<file path="src/rtl/lc3b_types.sv">
// Shared LC-3b memory-hierarchy types: word/line widths plus the L1/L2 arbiter state and owner enums.
package lc3b_types;

   typedef logic [15:0]  lc3b_word;
   typedef logic [127:0] lc3b_L1_line;

   typedef enum logic [1:0] {
      IDLE,
      GRANT_I,
      GRANT_D,
      RELEASE
   } lc3b_arb_state;

   typedef enum logic {
      ICACHE,
      DCACHE
   } lc3b_arb_owner;

endpackage

</file>
<file path="src/rtl/mux2.sv">
// Generic two-input multiplexer: f = sel ? b : a.
module mux2 #(
   parameter int unsigned Width = 16
) (
   input  logic             sel,
   input  logic [Width-1:0] a,
   input  logic [Width-1:0] b,
   output logic [Width-1:0] f
);

   assign f = sel ? b : a;

endmodule

</file>
<file path="src/rtl/l1_l2_arbiter.sv">
// Round-robin arbiter between the L1 icache and dcache onto the single shared L2 port,
// with a sticky flag for L2 transactions that overrun a cycle budget.
module l1_l2_arbiter
   import lc3b_types::*;
#(
   parameter int unsigned TIMEOUT = 1023
) (
   input  logic         clk,
   input  logic         rst_n,

   input  logic [15:0]  icache_L2_address,
   input  logic         icache_L2_read,
   output logic [127:0] icache_L2_rdata,
   output logic         icache_L2_resp,

   input  logic [15:0]  dcache_L2_address,
   input  logic         dcache_L2_read,
   input  logic         dcache_L2_write,
   input  logic [127:0] dcache_L2_wdata,
   output logic [127:0] dcache_L2_rdata,
   output logic         dcache_L2_resp,

   output logic [15:0]  L2_address,
   output logic         L2_read,
   output logic         L2_write,
   output logic [127:0] L2_wdata,
   input  logic [127:0] L2_rdata,
   input  logic         L2_resp,

   output logic         err_timeout
);

   localparam int unsigned TimerWidth = (TIMEOUT < 2) ? 1 : $clog2(TIMEOUT + 1);
   localparam logic [TimerWidth-1:0] TimerLimit = TimerWidth'(TIMEOUT);
   localparam logic [TimerWidth-1:0] TimerMax   = '1;

   lc3b_arb_state         state_q, state_d;
   lc3b_arb_owner         last_grant_q, last_grant_d;
   logic [TimerWidth-1:0] timer_q, timer_d;
   logic                  err_q;

   logic        ireq, dreq, own_d, grant_active;
   lc3b_word    addr_sel;
   lc3b_L1_line wdata_sel;

   assign ireq         = icache_L2_read;
   assign dreq         = dcache_L2_read | dcache_L2_write;
   assign own_d        = (state_q == GRANT_D);
   assign grant_active = (state_q == GRANT_I) || (state_q == GRANT_D);

   // State register
   always_ff @(posedge clk or negedge rst_n) begin
      if (!rst_n) begin
         state_q      <= IDLE;
         last_grant_q <= ICACHE;
         timer_q      <= '0;
         err_q        <= 1'b0;
      end else begin
         state_q      <= state_d;
         last_grant_q <= last_grant_d;
         timer_q      <= timer_d;
         if ((TIMEOUT != 0) && grant_active && (timer_q == TimerLimit)) begin
            err_q <= 1'b1;
         end
      end
   end

   // Next-state logic; the timer is held at zero in IDLE so every grant starts counting fresh
   always_comb begin
      state_d      = state_q;
      last_grant_d = last_grant_q;
      timer_d      = timer_q;
      unique case (state_q)
         IDLE: begin
            timer_d = '0;
            if (ireq && dreq) begin
               state_d = (last_grant_q == ICACHE) ? GRANT_D : GRANT_I;
            end else if (ireq) begin
               state_d = GRANT_I;
            end else if (dreq) begin
               state_d = GRANT_D;
            end
         end
         GRANT_I: begin
            if (L2_resp) begin
               last_grant_d = ICACHE;
               state_d      = RELEASE;
            end else if (timer_q != TimerMax) begin
               timer_d = timer_q + 1'b1;
            end
         end
         GRANT_D: begin
            if (L2_resp) begin
               last_grant_d = DCACHE;
               state_d      = RELEASE;
            end else if (timer_q != TimerMax) begin
               timer_d = timer_q + 1'b1;
            end
         end
         RELEASE: state_d = IDLE;
         default: state_d = IDLE;
      endcase
   end

   mux2 #(.Width(16)) u_addr_mux (
      .sel (own_d),
      .a   (icache_L2_address),
      .b   (dcache_L2_address),
      .f   (addr_sel)
   );

   mux2 #(.Width(128)) u_wdata_mux (
      .sel (own_d),
      .a   ('0),
      .b   (dcache_L2_wdata),
      .f   (wdata_sel)
   );

   // Output logic: strobes follow the owner's live request lines
   always_comb begin
      L2_address     = '0;
      L2_read        = 1'b0;
      L2_write       = 1'b0;
      L2_wdata       = '0;
      icache_L2_resp = 1'b0;
      dcache_L2_resp = 1'b0;
      unique case (state_q)
         GRANT_I: begin
            L2_address     = addr_sel;
            L2_read        = icache_L2_read;
            icache_L2_resp = L2_resp;
         end
         GRANT_D: begin
            L2_address     = addr_sel;
            L2_wdata       = wdata_sel;
            // A simultaneous read and write from the dcache is treated as a writeback
            L2_write       = dcache_L2_write;
            L2_read        = dcache_L2_read & ~dcache_L2_write;
            dcache_L2_resp = L2_resp;
         end
         default: ;
      endcase
   end

   assign icache_L2_rdata = L2_rdata;
   assign dcache_L2_rdata = L2_rdata;
   assign err_timeout     = err_q;

`ifndef SYNTHESIS
   a_no_rw_conflict : assert property (@(posedge clk) disable iff (!rst_n)
      (state_q == GRANT_D) |-> !(dcache_L2_read && dcache_L2_write));
   a_icache_holds : assert property (@(posedge clk) disable iff (!rst_n)
      (state_q == GRANT_I) |-> icache_L2_read);
   a_dcache_holds : assert property (@(posedge clk) disable iff (!rst_n)
      (state_q == GRANT_D) |-> (dcache_L2_read || dcache_L2_write));
`endif

endmodule

</file>
<file path="config.mk">
export PLATFORM = sky130hd
export DESIGN_NAME = l1_l2_arbiter
export DESIGN_NICKNAME = d
export VERILOG_FILES = /design/src/rtl/lc3b_types.sv /design/src/rtl/mux2.sv /design/src/rtl/l1_l2_arbiter.sv
export SDC_FILE = /design/constraint.sdc
export NUM_CORES = 1
export LEC_CHECK = 0
export BUFFER_PORTS_ARGS = -buffer_cell sky130_fd_sc_hd__buf_2
export CAP_MARGIN = 20
export CORE_AREA = 2 2 275 277
export CTS_BUF_LIST = sky130_fd_sc_hd__clkbuf_2
export DETAILED_ROUTE_END_ITERATION = 6
export DIE_AREA = 0 0 277 279
export GPL_ROUTABILITY_DRIVEN = 0
export PLACE_DENSITY = 0.34
export SLEW_MARGIN = 15
export SYNTH_ARGS = -nofsm -noshare
export SYNTH_HDL_FRONTEND = slang
export SYNTH_SLANG_ARGS = --single-unit
export TNS_END_PERCENT = 5
</file>
<file path="constraint.sdc">
create_clock -name clk -period 2.4 [get_ports clk]
set_input_delay 0.12 -clock clk [delete_from_list [all_inputs] [get_ports clk]]
set_output_delay 0.12 -clock clk [all_outputs]
set_load 0.03 [all_outputs]
</file>
==> impl_metrics.env, run 1 <==
export IMPL_fp_coreArea_um2=74100
export IMPL_fmax_mhz=446
export IMPL_dieArea_um2=77300
export IMPL_crit_start="state_q[0]$_DFFE_PN0P_"
export IMPL_fp_dieH_um=279
export IMPL_ys_ff_latch=14
export IMPL_period_share_pct=93.4
export IMPL_insertion_delay_ns=0.29
export IMPL_cts_sinks=14
export IMPL_mostFrequentLayoutCell="buf_2"
export IMPL_wire_per_inst_um=11.1
export IMPL_antenna_found_initial=4
export IMPL_remaining_drc_errors=0
export IMPL_rsz0062_at_grt="no"
export IMPL_portBuffers=314
export IMPL_report_final_slew_viol_count=0
export IMPL_syn_num_nets=831
export IMPL_skew_ns=0.00503
export IMPL_clk_transition_reported_paths_ns=0.16
export IMPL_cp_max_fo=149
export IMPL_synthToLayoutAreaGrowth_pct=21.5
export IMPL_vias=3411
export IMPL_power_density_nw_per_um2=1040
export IMPL_final_cell_mix="314 x buf_2, 130 x and2_1, 24 x nor2_1, 16 x mux2i_1, 14 x dfrtp_1"
export IMPL_async_reset_ff_share_pct=100
export IMPL_status="finished, final reports clean"
export IMPL_startpoint_type="flip-flop"
export IMPL_grt_pass1_vias=3321
export IMPL_fin_crit_ns=2.24
export IMPL_routed_wl_um=17100
export IMPL_synth_enable_flop_cells=0
export IMPL_drive_gt1_share_pct=56.8
export IMPL_required_ns=2.28
export IMPL_slew_headroom_pct=53.3
export IMPL_final_area_um2=4780
export IMPL_grt_pass1_wl_um=22200
export IMPL_pin_count=699
export IMPL_drt_iter0_drc=118
export IMPL_ys_types=43
export IMPL_cp_end_kind="output port"
export IMPL_initial_utilization_pct=5.31
export IMPL_cts_buffers=3
export IMPL_ctsRootBufferMaster="clkbuf_2"
export IMPL_nets=877
export IMPL_cts_setup_buffers=0
export IMPL_path_class="reg2out"
export IMPL_grt_max_degree=148
export IMPL_yosysSeqAreaShare_pct=8.91
export IMPL_p_leak_nw=2.33
export IMPL_place_worst_setup_slack_ns=0.530
export IMPL_die_w_um=277
export IMPL_ff2ff_setup_slack_ns=0.53
export IMPL_ir_drop_mv=0.538
export IMPL_fill_cells=8774
export IMPL_clockBufferDepth=2
export IMPL_synth_cells=531
export IMPL_syn_area_um2=3930
export IMPL_fin_ws_ns=0.158
export IMPL_tightest_slew_ns=0.700
export IMPL_min_from="L2_resp"
export IMPL_drv_cap=0
export IMPL_grt_usage_pct=3.86
export IMPL_tns_ns=0
export IMPL_synth_area_per_cell_um2=7.41
export IMPL_setup_violations=0
export IMPL_post_dp_cell_area_um2=4750
export IMPL_htreeDepth=1
export IMPL_first_pass_iters=4
export IMPL_vias_per_cell=2.20
export IMPL_ys_flop_type="dfrtp_1"
export IMPL_min_path_type="in2reg"
export IMPL_ys_warn_count=0
export IMPL_dp_hpwl_um=14400
export IMPL_num_rows=100
export IMPL_grt_overflow_total=0
export IMPL_cts_tree="done"
export IMPL_antenna_left=0
export IMPL_arrival_ns=2.12
export IMPL_reg2reg_from="state_q[0]$_DFFE_PN0P_"
export IMPL_finalHoldViolations=0
metrics by stage:
| stage | hold slack (ns) | instances | total power, mW | util, % |
|---|---|---|---|---|
| after global placement | 0.0685 | 1540 | 4.92 | 6.41 |
| final | 0.198 | 1547 | 4.99 | 6.45 |
| after detailed placement | 0.0653 | 1540 | 4.93 | 6.41 |
| after CTS | 0.185 | 1545 | 5.08 | 6.45 |
| after floorplan | -0.176 | 531 | 4.32 | - |
| after global routing | 0.189 | 1545 | 5.33 | 6.45 |
repair_timing:
item	4_1_cts	5_1_grt
gates resized for setup	0	0
hold buffers	1	0
endpoints found under the hold margin	14	0
cell usage after synthesis, types with 2 or more instances:
cell | count | area [um2]
nand2b_1 | 2 | 12.5
ha_1 | 6 | 75.1
nor2_1 | 24 | 90.1
o21ai_0 | 3 | 15.0
a21oi_1 | 5 | 25.0
clkbuf_1 | 13 | 48.8
o22a_1 | 2 | 17.5
buf_2 | 4 | 20.0
buf_6 | 2 | 22.5
nand3_1 | 3 | 15.0
nor3_1 | 2 | 10.0
a31oi_1 | 4 | 25.0
o211ai_1 | 4 | 30.0
inv_1 | 5 | 18.8
and4_1 | 2 | 17.5
mux2i_1 | 16 | 160
o21bai_1 | 2 | 15.0
dfrtp_1 | 14 | 350
nor2b_1 | 3 | 18.8
and2_1 | 130 | 813
buf_4 | 256 | 1920
nand2_1 | 8 | 30.0
power by group:
part | internal, mW | switching, mW
logic | 1.40 | 3.14
registers | 0.280 | 0.0421
clock network | 0.0362 | 0.0881
path summary, 6_finish.rpt:
kind	end	depth (start not counted)
max in group asynchronous	timer_q[9]$_DFFE_PN0P_	2
setup / recovery	L2_address[6]	6
hold / removal	last_grant_q$_DFFE_PN0P_	3
min in group asynchronous	err_timeout$_DFFE_PN0P_	2
setup reg to reg	state_q[0]$_DFFE_PN0P_	5
hold reg to reg	err_timeout$_DFFE_PN0P_	1
area by class of cell:
cell class / count / area (um2) / area share, %
Sequential cell: 14 / 350 / 7.33
Antenna cell: 2 / 5.00 / 0.105
Inverter: 5 / 18.8 / 0.393
Multi-Input combinational cell: 234 / 1540 / 32.2
Clock buffer: 3 / 15.0 / 0.314
Timing Repair Buffer: 319 / 1640 / 34.2
Clock inverter: 1 / 3.75 / 0.0785
Tap cell: 969 / 1210 / 25.4
registers in the layout (all words and copies together) (netlist names):
name	count
timer_q	10
state_q	2
err_timeout	1
last_grant_q	1
routing by layer:
layer	routed length [um]	GRT usage, %	up-vias	part of all wire (%)
met5	0	0	-	0
met4	432	1.05	0	2.5
met3	3920	3.85	33	23
met2	7490	6.12	468	44
met1	5270	3.43	1412	31
li1	-	-	1498	-
worst max-delay path: stages (launching register included):
cell and delay [ns]:
dfrtp_1 0.45, inv_1 0.16, ha_4 0.16, buf_12 0.32, mux2i_1 0.27, nor2_1 0.05, buf_2 0.17
cells by family after synthesis:
kind of cell | Yosys count | synth area share (%)
AO/OA/AOI/OAI | 28 | 5.00
multiplexers | 17 | 4.36
AND/OR/NAND/NOR | 183 | 27.5
flip-flops | 14 | 8.91
buffers and inverters | 283 | 52.3
adder cells (fa/ha/maj) | 6 | 1.91
(Power assumes the default switching activity.)
==> run 2, diff against run 1 <==
--- a/config.mk
+++ b/config.mk
@@ -7,12 +7,11 @@
 export LEC_CHECK = 0
 export BUFFER_PORTS_ARGS = -buffer_cell sky130_fd_sc_hd__buf_2
 export CAP_MARGIN = 20
-export CORE_AREA = 2 2 275 277
+export CORE_AREA = 2 2 273 275
 export CTS_BUF_LIST = sky130_fd_sc_hd__clkbuf_2
 export DETAILED_ROUTE_END_ITERATION = 6
-export DIE_AREA = 0 0 277 279
+export DIE_AREA = 0 0 275 277
 export GPL_ROUTABILITY_DRIVEN = 0
-export PLACE_DENSITY = 0.34
 export SLEW_MARGIN = 15
 export SYNTH_ARGS = -nofsm -noshare
 export SYNTH_HDL_FRONTEND = slang
==> constraint.sdc (replaced) <==
create_clock -name clk -period 2.7 [get_ports clk]
set_input_delay 0.135 -clock clk [delete_from_list [all_inputs] [get_ports clk]]
set_output_delay 0.135 -clock clk [all_outputs]
set_load 0.03 [all_outputs]
==> run 2 against run 1 <==
Compared with the run above:
- via count grew 8.2%
- non-clock buffer count shrank 1
- sequential power shrank 11%
- global-route usage grew 3.3 points
- register-to-register slack gained 0.09 ns
- die area shrank 1.4%
- highest routed layer is now met5
==> impl_metrics.env, run 2 (synthesis results as in run 1) <==
export IMPL_cts_buffers=3
export IMPL_fmax_mhz=445
export IMPL_required_ns=2.57
export IMPL_cts_sinks=14
export IMPL_final_cell_mix="314 x buf_2, 130 x and2_1, 24 x nor2_1, 16 x mux2i_1, 14 x dfrtp_1"
export IMPL_grt_overflow_total=0
export IMPL_cts_setup_buffers=0
export IMPL_regArea_um2=350
export IMPL_fin_crit_ns=2.25
export IMPL_largest_registers="timer_q x10, state_q x2"
export IMPL_largest_reg_flops=10
export IMPL_vias=3689
export IMPL_post_route_util_pct=6.54
export IMPL_ir_drop_mv=0.665
export IMPL_startpoint_type="flip-flop"
export IMPL_dp_hpwl_um=27900
export IMPL_cp_max_fo=17
export IMPL_grt_pass1_wl_um=34800
export IMPL_finalHoldViolations=0
export IMPL_portBuffers=314
export IMPL_cts_tree="done"
export IMPL_reg2reg_from="state_q[0]$_DFFE_PN0P_"
export IMPL_initial_utilization_pct=5.35
export IMPL_fp_dieH_um=277
export IMPL_pin_count=699
export IMPL_tightest_slew_ns=0.605
export IMPL_finalPower_mw=4.62
export IMPL_drv_cap=0
export IMPL_fp_coreArea_um2=73600
export IMPL_rsz0062_at_grt="no"
export IMPL_nets=876
export IMPL_grt_pass1_vias=3400
export IMPL_synthToLayoutAreaGrowth_pct=22.3
export IMPL_wire_per_inst_um=19.1
export IMPL_ctsRootBufferMaster="clkbuf_2"
export IMPL_drt_iter0_drc=91
export IMPL_clockBufferDepth=2
export IMPL_fill_cells=8708
export IMPL_dieArea_um2=76200
export IMPL_setup_violations=0
export IMPL_htreeDepth=1
export IMPL_arrival_ns=2.11
export IMPL_drive_gt1_share_pct=56.8
export IMPL_num_rows=100
export IMPL_status="finished, final reports clean"
export IMPL_first_pass_iters=4
export IMPL_regMostFlops="timer_q"
export IMPL_grt_max_degree=70
export IMPL_multi_input_area_um2=1540
export IMPL_insertion_delay_ns=0.28
export IMPL_vias_per_cell=2.37
export IMPL_min_from="L2_resp"
export IMPL_mostFrequentLayoutCell="buf_2"
export IMPL_p_leak_nw=2.33
export IMPL_power_density_nw_per_um2=961
export IMPL_remaining_drc_errors=0
export IMPL_routed_wl_um=29700
export IMPL_path_class="reg2out"
export IMPL_die_w_um=275
export IMPL_antenna_found_initial=44
export IMPL_min_path_type="in2reg"
export IMPL_period_share_pct=83.3
export IMPL_cp_end_kind="output port"
export IMPL_slew_headroom_pct=59.6
export IMPL_tns_ns=0
export IMPL_grt_usage_pct=7.21
export IMPL_skew_ns=0.00490
export IMPL_crit_start="state_q[1]$_DFFE_PN0P_"
export IMPL_clk_transition_reported_paths_ns=0.15
export IMPL_antenna_left=0
export IMPL_report_final_slew_viol_count=0
==> run 2: critical path, stage by stage (launching register included) <==
cell and delay, ns:
dfrtp_1 0.45, inv_1 0.11, ha_1 0.47, inv_1 0.24, buf_12 0.23, a21oi_1 0.12, buf_2 0.21
==> run 2: timing repair <==
| action | 4_1_cts | 5_1_grt |
|---|---|---|
| endpoints found under the setup margin | 0 | 0 |
| resized for setup | 0 | 0 |
| endpoints found under the hold margin | 14 | 0 |
| hold buffers | 1 | 0 |
==> run 2: cell type report <==
| cell class | count | share of cell area, % |
|---|---|---|
| Antenna cell | 14 | 0.728 |
| Clock buffer | 3 | 0.312 |
| Inverter | 5 | 0.390 |
| Multi-Input combinational cell | 234 | 32.0 |
| Sequential cell | 14 | 7.28 |
| Tap cell | 969 | 25.2 |
| Timing Repair Buffer | 318 | 34.1 |
==> run 2: power by group <==
part | total [mW] | switching, mW | internal [mW]
Clock | 0.102 | 0.0713 | 0.0303
Combinational | 4.23 | 2.96 | 1.27
Sequential | 0.288 | 0.0389 | 0.249
==> run 2: stage by stage <==
step,setup slack [ns],hold WS (ns),cells,area (um2)
2_1_floorplan,0.853,-0.161,531,3930
3_3_place_gp,0.744,0.0560,1539,4750
3_5_place_dp,0.635,0.0632,1539,4750
4_1_cts,0.433,0.236,1543,4780
5_1_grt,0.258,0.219,1546,4780
6_report,0.451,0.234,1557,4810
==> run 2: path summary, 6_finish.rpt <==
kind / end / slack (ns) / cells after the start
worst max register to register: state_q[0]$_DFFE_PN0P_ / 0.62 / 5
max in group asynchronous: timer_q[2]$_DFFE_PN0P_ / 2.20 / 2
min in group asynchronous: state_q[1]$_DFFE_PN0P_ / 0.25 / 2
worst min-delay path: last_grant_q$_DFFE_PN0P_ / 0.23 / 3
worst max-delay path: L2_read / 0.45 / 6
worst min register to register: err_timeout$_DFFE_PN0P_ / 0.49 / 1
==> run 2: per-layer routing <==
metal,vias to the layer above,part of all wire (%),track usage (%)
li1,1512,-,-
met1,1456,29,5.89
met2,606,37,10.2
met3,89,30,9.94
met4,26,3.2,1.47
met5,-,0.57,0
